[src/rtl/fetch_unit_pkg.sv]
// rtl/fetch_unit_pkg.sv - shared types and constants for the instruction fetch stage
package fetch_unit_pkg;

  typedef enum logic [1:0] {
    ST_IDLE = 2'd0,
    ST_REQ  = 2'd1,
    ST_HOLD = 2'd2,
    ST_DROP = 2'd3
  } fetch_state_t;

  localparam logic [31:0] NOP_WORD = 32'h0000_0000;

  localparam logic [5:0] OP_RTYPE = 6'h00;
  localparam logic [5:0] OP_J     = 6'h02;
  localparam logic [5:0] OP_BEQ   = 6'h04;
  localparam logic [5:0] OP_BNE   = 6'h05;
  localparam logic [5:0] OP_ADDI  = 6'h08;
  localparam logic [5:0] OP_LW    = 6'h23;
  localparam logic [5:0] OP_SW    = 6'h2b;

  function automatic logic [5:0] get_opcode(input logic [31:0] instr);
    return instr[31:26];
  endfunction

endpackage

[src/rtl/fetch_unit_if.sv]
// rtl/fetch_unit_if.sv - memory, decode and resolve signals of the fetch stage
interface fetch_unit_if;

  logic        imem_req;
  logic [31:0] imem_addr;
  logic        imem_ack;
  logic [31:0] imem_rdata;

  logic        if_valid;
  logic        if_ready;
  logic [31:0] if_instr;
  logic [31:0] if_pc4;
  logic [5:0]  opcode;

  logic        resolve_valid;
  logic        branch_eq;
  logic        branch_ne;
  logic        jump;
  logic        alu_zero;
  logic [31:0] resolve_pc4;
  logic [15:0] imm16;
  logic [25:0] jtarget;

  modport master (
    output imem_req, imem_addr, if_valid, if_instr, if_pc4, opcode,
    input  imem_ack, imem_rdata, if_ready,
    input  resolve_valid, branch_eq, branch_ne, jump, alu_zero,
    input  resolve_pc4, imm16, jtarget
  );

  modport slave (
    input  imem_req, imem_addr, if_valid, if_instr, if_pc4, opcode,
    output imem_ack, imem_rdata, if_ready,
    output resolve_valid, branch_eq, branch_ne, jump, alu_zero,
    output resolve_pc4, imm16, jtarget
  );

endinterface

[src/rtl/fetch_unit_next_pc_calc.sv]
// rtl/fetch_unit_next_pc_calc.sv - redirect decision and target address from resolve inputs
module next_pc_calc (
  input  logic        i_resolve_valid,
  input  logic        i_branch_eq,
  input  logic        i_branch_ne,
  input  logic        i_jump,
  input  logic        i_alu_zero,
  input  logic [31:0] i_resolve_pc4,
  input  logic [15:0] i_imm16,
  input  logic [25:0] i_jtarget,
  output logic        o_redir,
  output logic [31:0] o_target
);

  logic        w_taken;
  logic [31:0] w_br_off;

  assign w_taken  = i_jump | (i_branch_eq & i_alu_zero) | (i_branch_ne & ~i_alu_zero);
  assign w_br_off = {{14{i_imm16[15]}}, i_imm16, 2'b00};

  assign o_redir  = i_resolve_valid & w_taken;
  // jump wins over any branch control raised alongside it
  assign o_target = i_jump ? {i_resolve_pc4[31:28], i_jtarget, 2'b00}
                           : i_resolve_pc4 + w_br_off;

endmodule

[src/rtl/fetch_unit.sv]
// rtl/fetch_unit.sv - instruction fetch FSM with single-entry buffer and redirect handling
module fetch_unit
  import fetch_unit_pkg::*;
#(
  parameter logic [31:0] RESET_PC = 32'h0000_0000
) (
  input  logic          clk,
  input  logic          rst,
  fetch_unit_if.master  bus
);

  fetch_state_t r_state;
  fetch_state_t w_state_next;
  logic [31:0]  r_pc;
  logic [31:0]  w_pc_next;
  logic [31:0]  r_stale_addr;
  logic [31:0]  w_stale_next;
  logic [31:0]  r_instr;
  logic [31:0]  r_pc4;
  logic         w_load_buf;
  logic         w_clear_buf;
  logic         w_redir;
  logic [31:0]  w_target;

  next_pc_calc u_next_pc_calc (
    .i_resolve_valid (bus.resolve_valid),
    .i_branch_eq     (bus.branch_eq),
    .i_branch_ne     (bus.branch_ne),
    .i_jump          (bus.jump),
    .i_alu_zero      (bus.alu_zero),
    .i_resolve_pc4   (bus.resolve_pc4),
    .i_imm16         (bus.imm16),
    .i_jtarget       (bus.jtarget),
    .o_redir         (w_redir),
    .o_target        (w_target)
  );

  always_comb begin
    w_state_next = r_state;
    w_pc_next    = r_pc;
    w_stale_next = r_stale_addr;
    w_load_buf   = 1'b0;
    w_clear_buf  = 1'b0;
    case (r_state)
      ST_IDLE: begin
        w_state_next = ST_REQ;
        if (w_redir) w_pc_next = w_target;
      end
      ST_REQ: begin
        if (bus.imem_ack) begin
          if (w_redir) begin
            w_pc_next = w_target;
          end else begin
            w_load_buf   = 1'b1;
            w_pc_next    = r_pc + 32'd4;
            w_state_next = ST_HOLD;
          end
        end else if (w_redir) begin
          // request is still outstanding: keep its address on the bus until acked
          w_stale_next = r_pc;
          w_pc_next    = w_target;
          w_state_next = ST_DROP;
        end
      end
      ST_DROP: begin
        if (w_redir) w_pc_next = w_target;
        if (bus.imem_ack) w_state_next = ST_REQ;
      end
      ST_HOLD: begin
        if (w_redir) begin
          w_pc_next    = w_target;
          w_clear_buf  = 1'b1;
          w_state_next = ST_REQ;
        end else if (bus.if_ready) begin
          w_state_next = ST_REQ;
        end
      end
      default: w_state_next = ST_IDLE;
    endcase
  end

  always_ff @(posedge clk or negedge rst) begin
    if (!rst) begin
      r_state      <= ST_IDLE;
      r_pc         <= RESET_PC;
      r_stale_addr <= RESET_PC;
    end else begin
      r_state      <= w_state_next;
      r_pc         <= w_pc_next;
      r_stale_addr <= w_stale_next;
    end
  end

  always_ff @(posedge clk or negedge rst) begin
    if (!rst) begin
      r_instr <= NOP_WORD;
      r_pc4   <= 32'd0;
    end else if (w_load_buf) begin
      r_instr <= bus.imem_rdata;
      r_pc4   <= r_pc + 32'd4;
    end else if (w_clear_buf) begin
      r_instr <= NOP_WORD;
      r_pc4   <= 32'd0;
    end
  end

  assign bus.imem_req  = (r_state == ST_REQ) || (r_state == ST_DROP);
  assign bus.imem_addr = (r_state == ST_DROP) ? r_stale_addr : r_pc;
  assign bus.if_valid  = (r_state == ST_HOLD);
  assign bus.if_instr  = r_instr;
  assign bus.if_pc4    = r_pc4;
  assign bus.opcode    = get_opcode(r_instr);

endmodule

[src/flat_wrapper.sv]
// flat-port wrapper written by rule: the top's interface ports become plain ports
module fetch_unit_flat import fetch_unit_pkg::*;
#(
  parameter logic [31:0] RESET_PC = 32'h0000_0000
)
  (clk, rst, bus_imem_req, bus_imem_addr, bus_if_valid, bus_if_instr, bus_if_pc4, bus_opcode, bus_imem_ack, bus_imem_rdata, bus_if_ready, bus_resolve_valid, bus_branch_eq, bus_branch_ne, bus_jump, bus_alu_zero, bus_resolve_pc4, bus_imm16, bus_jtarget);
  fetch_unit_if bus_i ();
  input  logic clk;
  input  logic rst;
  output wire logic [$bits(bus_i.imem_req)-1:0] bus_imem_req;
  output wire logic [$bits(bus_i.imem_addr)-1:0] bus_imem_addr;
  output wire logic [$bits(bus_i.if_valid)-1:0] bus_if_valid;
  output wire logic [$bits(bus_i.if_instr)-1:0] bus_if_instr;
  output wire logic [$bits(bus_i.if_pc4)-1:0] bus_if_pc4;
  output wire logic [$bits(bus_i.opcode)-1:0] bus_opcode;
  input wire logic [$bits(bus_i.imem_ack)-1:0] bus_imem_ack;
  input wire logic [$bits(bus_i.imem_rdata)-1:0] bus_imem_rdata;
  input wire logic [$bits(bus_i.if_ready)-1:0] bus_if_ready;
  input wire logic [$bits(bus_i.resolve_valid)-1:0] bus_resolve_valid;
  input wire logic [$bits(bus_i.branch_eq)-1:0] bus_branch_eq;
  input wire logic [$bits(bus_i.branch_ne)-1:0] bus_branch_ne;
  input wire logic [$bits(bus_i.jump)-1:0] bus_jump;
  input wire logic [$bits(bus_i.alu_zero)-1:0] bus_alu_zero;
  input wire logic [$bits(bus_i.resolve_pc4)-1:0] bus_resolve_pc4;
  input wire logic [$bits(bus_i.imm16)-1:0] bus_imm16;
  input wire logic [$bits(bus_i.jtarget)-1:0] bus_jtarget;
  assign bus_imem_req = bus_i.imem_req;
  assign bus_imem_addr = bus_i.imem_addr;
  assign bus_if_valid = bus_i.if_valid;
  assign bus_if_instr = bus_i.if_instr;
  assign bus_if_pc4 = bus_i.if_pc4;
  assign bus_opcode = bus_i.opcode;
  assign bus_i.imem_ack = bus_imem_ack;
  assign bus_i.imem_rdata = bus_imem_rdata;
  assign bus_i.if_ready = bus_if_ready;
  assign bus_i.resolve_valid = bus_resolve_valid;
  assign bus_i.branch_eq = bus_branch_eq;
  assign bus_i.branch_ne = bus_branch_ne;
  assign bus_i.jump = bus_jump;
  assign bus_i.alu_zero = bus_alu_zero;
  assign bus_i.resolve_pc4 = bus_resolve_pc4;
  assign bus_i.imm16 = bus_imm16;
  assign bus_i.jtarget = bus_jtarget;
  fetch_unit #(.RESET_PC(RESET_PC)) u_core (.clk(clk), .rst(rst), .bus(bus_i));
endmodule
[config.mk]
export PLATFORM = sky130hd
export DESIGN_NAME = fetch_unit_flat
export DESIGN_NICKNAME = d
export VERILOG_FILES = /design/src/rtl/fetch_unit_pkg.sv /design/src/rtl/fetch_unit_if.sv /design/src/rtl/fetch_unit_next_pc_calc.sv /design/src/rtl/fetch_unit.sv /design/src/flat_wrapper.sv
export SDC_FILE = /design/constraint.sdc
export NUM_CORES = 1
export LEC_CHECK = 0
export ABC_AREA = 1
export CAP_MARGIN = 0
export CELL_PAD_IN_SITES_DETAIL_PLACEMENT = 1
export CELL_PAD_IN_SITES_GLOBAL_PLACEMENT = 2
export CORE_ASPECT_RATIO = 0.6
export CORE_MARGIN = 2
export CORE_UTILIZATION = 27
export CTS_CLUSTER_DIAMETER = 100
export DETAILED_ROUTE_END_ITERATION = 16
export PLACE_DENSITY_LB_ADDON = 0.1
export SLEW_MARGIN = 20
export SYNTH_ARGS = -nofsm -noshare
export SYNTH_HDL_FRONTEND = slang
export SYNTH_HIERARCHICAL = 1
export SYNTH_SLANG_ARGS = --single-unit
export TNS_END_PERCENT = 30
[constraint.sdc]
create_clock -name clk -period 1.9 [get_ports clk]
set_clock_uncertainty 0.1 [all_clocks]
set_input_delay 0.38 -clock clk [delete_from_list [all_inputs] [get_ports clk]]
set_output_delay 0.38 -clock clk [all_outputs]
set_load 0.02 [all_outputs]
==> qor.yml, run 1 <==
run_status:
  outcome: "finished with violations"
  violations_in_the_final_reports: "setup timing"
global_route:
  grtUsageMet3_pct: 2.749
  grt.met1_usage_pct: 34.53
  met2_usage_pct: 33.89
  gr-usage-all-layers_pct: 22.49
  grt_most_used_layer: "met1"
  global_route_wire_length_before_repair_mm: 58.88
  antenna_found_initial: 0
  grt_start_max_net_pins: 52
  grt-ovfl-total: 0
  vias_in_the_first_global_route: 10040
pwr:
  clock_power_share_pct: 16.4
  power.combinational.fraction_pct: 58.5
  netSwitchingPower_w: 0.008403
  internal_power_w: 0.01075
  share_seq_of_total_power_pct: 25.1
  sw_frac_of_total_pct: 43.87
  peakVddDrop_uv: 684.0
  leakage_nw: 8.107
  p_per_area_nw_per_um2: 1245
clock_network:
  clock_tree.root_cell: "clkbuf_16"
  htree_levels: 4
  tritoncts: "yes"
  cts_buffers: 17
  worstSkewPairLatency_ps: 430
  path_clk_slew_ps: 60
  ctsLongestPathBuffers: 2
  tritoncts_sink_count: 130
routing:
  route.detailed.drc: 0
  drt_pass1_iterations: 5
  via_count: 9982
  route.detailed.wl_per_inst_um: 17.73
  detail-route-antenna-nets: 0
  routed_wirelength_mm: 38.45
  drt-initial-drc-count: 451
  drt-vias-per-instance: 4.602
die:
  dieWidth_um: 237.5
  initial_utilization_pct: 27.35
  floorplan.rows: 51
  floorplan.die_area_um2: 34220
  die_y_um: 144.1
  fp.coreArea_um2: 32290
  ios: 219
sta:
  worst_slew_pin_slew_ps: 407.6
  fmaxAchievable_mhz: 474.9
  timing.setup.tns_ps: -4887
  max-slew-margin-rel_pct: 72.83
  unrepaired_setup_endpoints_after_global_routing: "true"
  min_period_over_period_pct: 110.8
  fin_crit_ps: 2106
  final_critical_path_setup_slack_ps: -205.8
  finalMaxSlewViolations: 0
  setup-violations-final: 34
  final-hold-violation-count: 0
finish:
  utilization_pct: 47.64
  syn2layout_area_growth_pct: 74.20
  num_antenna_cells: 0
  final_layout_size_suffix_gt1_share_pct: 34.38
  final_net_count: 1882
yosys:
  ys_warn_count: 6
  yosys.area.top_type_share_pct: 36.84
  largest_cells_by_area_after_synthesis: "dfrtp_1, nand2_1, inv_1, nor2_1, ha_1"
  yosys.cell_types.count: 41
  synth_fp_nets: 1493
  synth-seq-cells: 130
  netlist.top_cell.by_area: "dfrtp_1"
  syn_avg_cell_area_um2: 6.556
  ys_seq_area_share_pct: 36.84
  netlist_area_um2: 8831
  netlist_instances: 1347
worst_setup_path:
  critical_path_fanout_max: 8
  arrival_time_at_the_worst_endpoint_ps: 1630
  reg2reg_slack_ps: 70
  cp.required_ps: 1420
  worst_setup_path_start_kind: "flip-flop"
  cp-startpoint: "u_core/r_state[0]"
  critical_path.reg2reg.endpoint: "u_core/r_pc[12]"
  worst_setup_path_end_kind: "primary output"
  rr_worst_depth: 9
  worst-setup-path-type: "reg2out"
  startpoint_of_the_lowest_slack_register_to_register_path: "u_core/r_pc[2]"
  critPathCapture: "bus_imem_addr[26]"
run:
  timing.max_cap.violations: 0
place:
  io_buffers: 218
  gpl.final_weighted_congestion: 0.8465
  hpwlAfterDp_mm: 28.71
hold_path:
  hold_class: "in2async"
-- placed cells by master, fill, tap and decap left out, drive strengths merged, types with 5 or more instances in the layout --
cell / synthesis / layout
xnor2: 8 / 8
nand3: 77 / 77
nand4: 6 / 6
nand2: 579 / 579
a22oi: 5 / 5
dlymetal6s2s: 0 / 36
ha: 30 / 30
clkdlybuf4s50: 0 / 72
buf: 29 / 243
a21oi: 69 / 69
nor2: 126 / 126
dfrtp: 130 / 130
inv: 159 / 159
clkbuf: 18 / 44
xor2: 5 / 5
o21ai: 77 / 77
dlygate4sd2: 0 / 42
-- flip-flops by register name, summed over array words and instances, names as in the netlist --
| register | count |
|---|---|
| u_core/r_stale_addr | 32 |
| u_core/bus.if_instr | 32 |
| u_core/r_pc | 32 |
| u_core/bus.if_pc4 | 32 |
| u_core/r_state | 2 |
-- kinds of logic (layout without fill, tap and decap cells) --
| logic type | Yosys count | count (layout) | share of synthesized area (%) |
|---|---|---|---|
| AO/OA/AOI/OAI | 166 | 166 | 10.12 |
| AND/OR/NAND/NOR | 801 | 801 | 37.05 |
| XOR/XNOR | 13 | 13 | 1.289 |
| adder cells (fa/ha/maj) | 31 | 31 | 4.477 |
| flip-flops | 130 | 130 | 36.84 |
| buffers and inverters | 206 | 604 | 10.23 |
-- power groups by stage --
stage	registers, W	logic, W	clock network, W
2_1_floorplan	0.00539	0.00413	0
3_3_place_gp	0.00480	0.00930	0
3_5_place_dp	0.00482	0.00942	0
4_1_cts	0.00481	0.0109	0.00325
5_1_grt	0.00499	0.0121	0.00337
6_report	0.00481	0.0112	0.00315
-- worst min-delay path by stage --
stage,cells past startpoint,end,slack (ps)
6_report,2,u_core/bus.if_pc4[4],320
5_1_grt,2,u_core/bus.if_pc4[4],350
4_1_cts,2,u_core/bus.if_pc4[5],340
3_5_place_dp,1,u_core/bus.if_pc4[5],220
3_3_place_gp,1,u_core/bus.if_pc4[3],230
2_1_floorplan,0,u_core/bus.if_instr[0],-20
-- critical path: stages, from the launching register on --
cell and delay [ps]:
dfrtp_1 410, nand2_4 150, buf_12 170, buf_12 140, nor2_1 50, a21oi_2 120
buf_6 130
-- routing by layer --
metal | vias up | wire (um)
li1 | 4985 | -
met1 | 4861 | 20310
met5 | - | 0
met2 | 114 | 16830
met4 | 0 | 269
met3 | 22 | 1044
-- through the flow --
stage                     power, W  std cells  setup WS, ps  instance area, um2  hold WS [ps]
final                      0.01916       2169        -205.8               15380         322.9
after CTS                  0.01895       2153        -235.9               14620         339.3
after floorplan           0.009522       1347        -54.92                8926        -15.59
after global routing       0.02045       2169        -260.5               15380         346.2
after global placement     0.01409       2089         -1162               12580         225.1
after detailed placement   0.01424       2089         -1176               12580         222.6
-- cells in the mapped netlist (all sizes together) --
| cell type | instances |
|---|---|
| nand2 | 579 |
| inv | 159 |
| dfrtp | 130 |
| nor2 | 126 |
| nand3 | 77 |
| o21ai | 77 |
| a21oi | 69 |
| ha | 30 |
| buf | 29 |
| clkbuf | 18 |
| xnor2 | 8 |
| nand4 | 6 |
| a22oi | 5 |
| xor2 | 5 |
| and2 | 4 |
| nand3b | 4 |
| o211ai | 4 |
| o21bai | 4 |
| o22ai | 4 |
| or2 | 3 |
| nor3 | 2 |
| a21boi | 1 |
| a21o | 1 |
| a31oi | 1 |
| fa | 1 |
-- cell type report --
cell class                      instances  area, um2
Timing Repair Buffer                  417       4028
Tap cell                              424      530.5
Inverter                              159      599.3
Multi-Input combinational cell       1011       6429
Fill cell                            3892      16910
Sequential cell                       130       3254
Clock inverter                          5      55.05
Clock buffer                           23      488.0
-- repair_timing --
| action | in CTS | in global routing |
|---|---|---|
| setup buffers | 31 | 20 |
| hold endpoints to repair | 33 | 0 |
| resized for setup | 529 | 256 |
| hold buffers | 1 | 0 |
| gates cloned | 4 | 1 |
| pin swaps | 93 | 118 |
| setup endpoints to repair | 91 | 121 |
Power figures use the tool's default switching activity.
==> run 2: changes to the inputs <==
- clock period: 1.9 -> 2.4 ns (I/O delays scaled with it)
==> run 2 against run 1 <==
Compared with the run above:
- the run now ends clean
- final cell count shrank 3.4%
- sequential power fell by 21%
- die area stayed put
- utilization down 5.6 points
- via count is 3.7% lower
- count of clock-buffer cells in the layout fell by 2
- sequential cell count unchanged
- wire length down 6.3%
- global-route usage down 1.3 points
- clock power decreased by 11%
- critical endpoint is now u_core/r_pc[11]
- largest cell class unchanged
- largest power group unchanged
==> qor.yml, run 2 (synthesis results as in run 1) <==
run_status:
  outcome: "complete, no violations"
finish:
  num_antenna_cells: 0
  fin_cells: 2096
  final_layout_size_suffix_gt1_share_pct: 18.48
  final_net_count: 1806
  mostFrequentLayoutCells: "nand2_1, clkdlybuf4s50_1, inv_1"
  utilization_pct: 42.04
  final_common_cell: "nand2_1"
  syn2layout_area_growth_pct: 53.73
  post-route-cell-area_um2: 13580
  fillers: 3987
routing:
  route.detailed.wl_per_inst_um: 17.18
  route.detailed.drc: 0
  drt-vias-per-instance: 4.584
  detail-route-antenna-nets: 0
  routed_wirelength_mm: 36.01
  via_count: 9608
  drt_pass1_iterations: 5
  drt-initial-drc-count: 632
worst_setup_path:
  timing.critical_path.slowest_stage_cell: "clkdlybuf4s50_1"
  worst-setup-path-type: "in2reg"
  cell_family_contributing_the_most_delay_on_the_critical_path: "buffers and inverters"
  worst_setup_path_start_kind: "input port"
  cp.required_ps: 2660
  critical_path_fanout_max: 3
  critical_path.n_buffers_inverters: 4
  cp_cell_sequence: "clkdlybuf4s50_1 -> ha_4 -> nand2_2 -> inv_1 -> nand2_1 -> nand2_1 -> nand2_1 -> nand3_2 -> buf_4 -> xnor2_1 -> o21ai_1 -> nand2_1 -> o21ai_0 -> inv_1 -> nand2_1"
  worst_setup_path_end_kind: "flip-flop"
  max_stage_delay_ps: 510
  arrival_time_at_the_worst_endpoint_ps: 2610
  crit_top_cell: "nand2_1"
clock_network:
  tritoncts_sink_count: 130
  path_clk_slew_ps: 60
  cts_buffers: 17
  tritoncts: "yes"
  ctsLongestPathBuffers: 2
  worstSkewPairLatency_ps: 420
  clock_tree.root_cell: "clkbuf_16"
  htree_levels: 4
run:
  timing.max_cap.violations: 0
pwr:
  internal_power_w: 0.007868
  sw_frac_of_total_pct: 42.80
  netSwitchingPower_w: 0.005887
  peakVddDrop_uv: 603.1
  share_seq_of_total_power_pct: 27.8
  p_per_area_nw_per_um2: 1013
  leakage_nw: 6.907
  fin_total_pwr_w: 0.01376
  power.combinational.fraction_pct: 51.8
  clock_power_share_pct: 20.4
global_route:
  antenna_found_initial: 0
  gr-usage-all-layers_pct: 21.18
  grt_start_max_net_pins: 67
  grt-ovfl-total: 0
  global_route_wire_length_before_repair_mm: 55.66
  vias_in_the_first_global_route: 9621
die:
  fp.coreArea_um2: 32290
  dieWidth_um: 237.5
  initial_utilization_pct: 27.35
  floorplan.rows: 51
  die_y_um: 144.1
  floorplan.die_area_um2: 34220
  ios: 219
place:
  gpl.final_weighted_congestion: 0.8490
  placed_cells: 2058
  io_buffers: 218
  post_dp_cell_area_um2: 12220
  hpwlAfterDp_mm: 28.66
sta:
  unrepaired_setup_endpoints_after_global_routing: "true"
  setup-violations-final: 0
  min_period_over_period_pct: 98.04
  max-slew-margin-rel_pct: 69.51
  fmaxAchievable_mhz: 425.0
  fin_crit_ps: 2353
  finalMaxSlewViolations: 0
  whs_ps: 324.2
  worst_slew_pin_slew_ps: 452.6
  final-hold-violation-count: 0
hold_path:
  hold_class: "in2async"
-- run 2: layout make-up --
class                      instances  area (um2)  share of cell area (%)
tap                              424       530.5                   3.908
clock inverter                    10       156.4                   1.152
multi-input combinational       1011        5323                   39.21
inverter                         159       596.8                   4.396
timing repair buffer             341        3246                   23.91
clock buffer                      21       470.5                   3.465
sequential                       130        3253                   23.96
-- run 2: timing repair --
| action | 4_1_cts | 5_1_grt |
|---|---|---|
| cloned | 0 | 1 |
| setup buffers | 0 | 5 |
| pin swaps | 0 | 41 |
| endpoints found under the setup margin | 46 | 36 |
| resized for setup | 46 | 135 |
| hold endpoints to repair | 6 | 0 |
| hold buffers | 1 | 0 |
-- run 2: metrics by stage --
| stage | setup TNS [ps] | setup slack [ps] |
|---|---|---|
| 2_1_floorplan | 0 | 99.13 |
| 3_3_place_gp | -12810 | -644.1 |
| 3_5_place_dp | -13520 | -619.3 |
| 4_1_cts | -778.4 | -81.67 |
| 5_1_grt | -538.0 | -52.90 |
| 6_report | 0 | 47.07 |
-- run 2: path summary, 6_finish.rpt --
path | slack, ps | endpoint | cells past startpoint | start
setup / recovery | 50 | u_core/r_pc[11] | 15 | bus_imm16[3]
setup reg to reg | 250 | u_core/bus.if_pc4[26] | 9 | u_core/r_pc[3]
hold / removal | 320 | u_core/bus.if_pc4[4] | 2 | rst
hold reg to reg | 370 | u_core/bus.if_instr[20] | 2 | u_core/bus.if_instr[20]
min in group clk | 370 | u_core/bus.if_instr[20] | 2 | u_core/bus.if_instr[20]
max in group asynchronous | 1290 | u_core/r_stale_addr[31] | 3 | rst
-- run 2: per-layer routing --
layer	global-route usage, %	vias to the layer above	part of all wire, %
met1	32.82	4605	53
met3	2.825	15	3.7
met5	0	-	0
met4	3.045	0	0.52
met2	31.56	159	43
li1	-	4829	-
-- run 2: power groups by stage --
| stage | Sequential, W | Combinational [W] | Clock [W] |
|---|---|---|---|
| finish | 0.00382 | 0.00713 | 0.00281 |
| global route | 0.00396 | 0.00779 | 0.00299 |
| CTS | 0.00383 | 0.00704 | 0.00288 |
| detailed placement | 0.00384 | 0.00718 | 0 |
| global placement | 0.00383 | 0.00706 | 0 |
| floorplan | 0.00427 | 0.00325 | 0 |
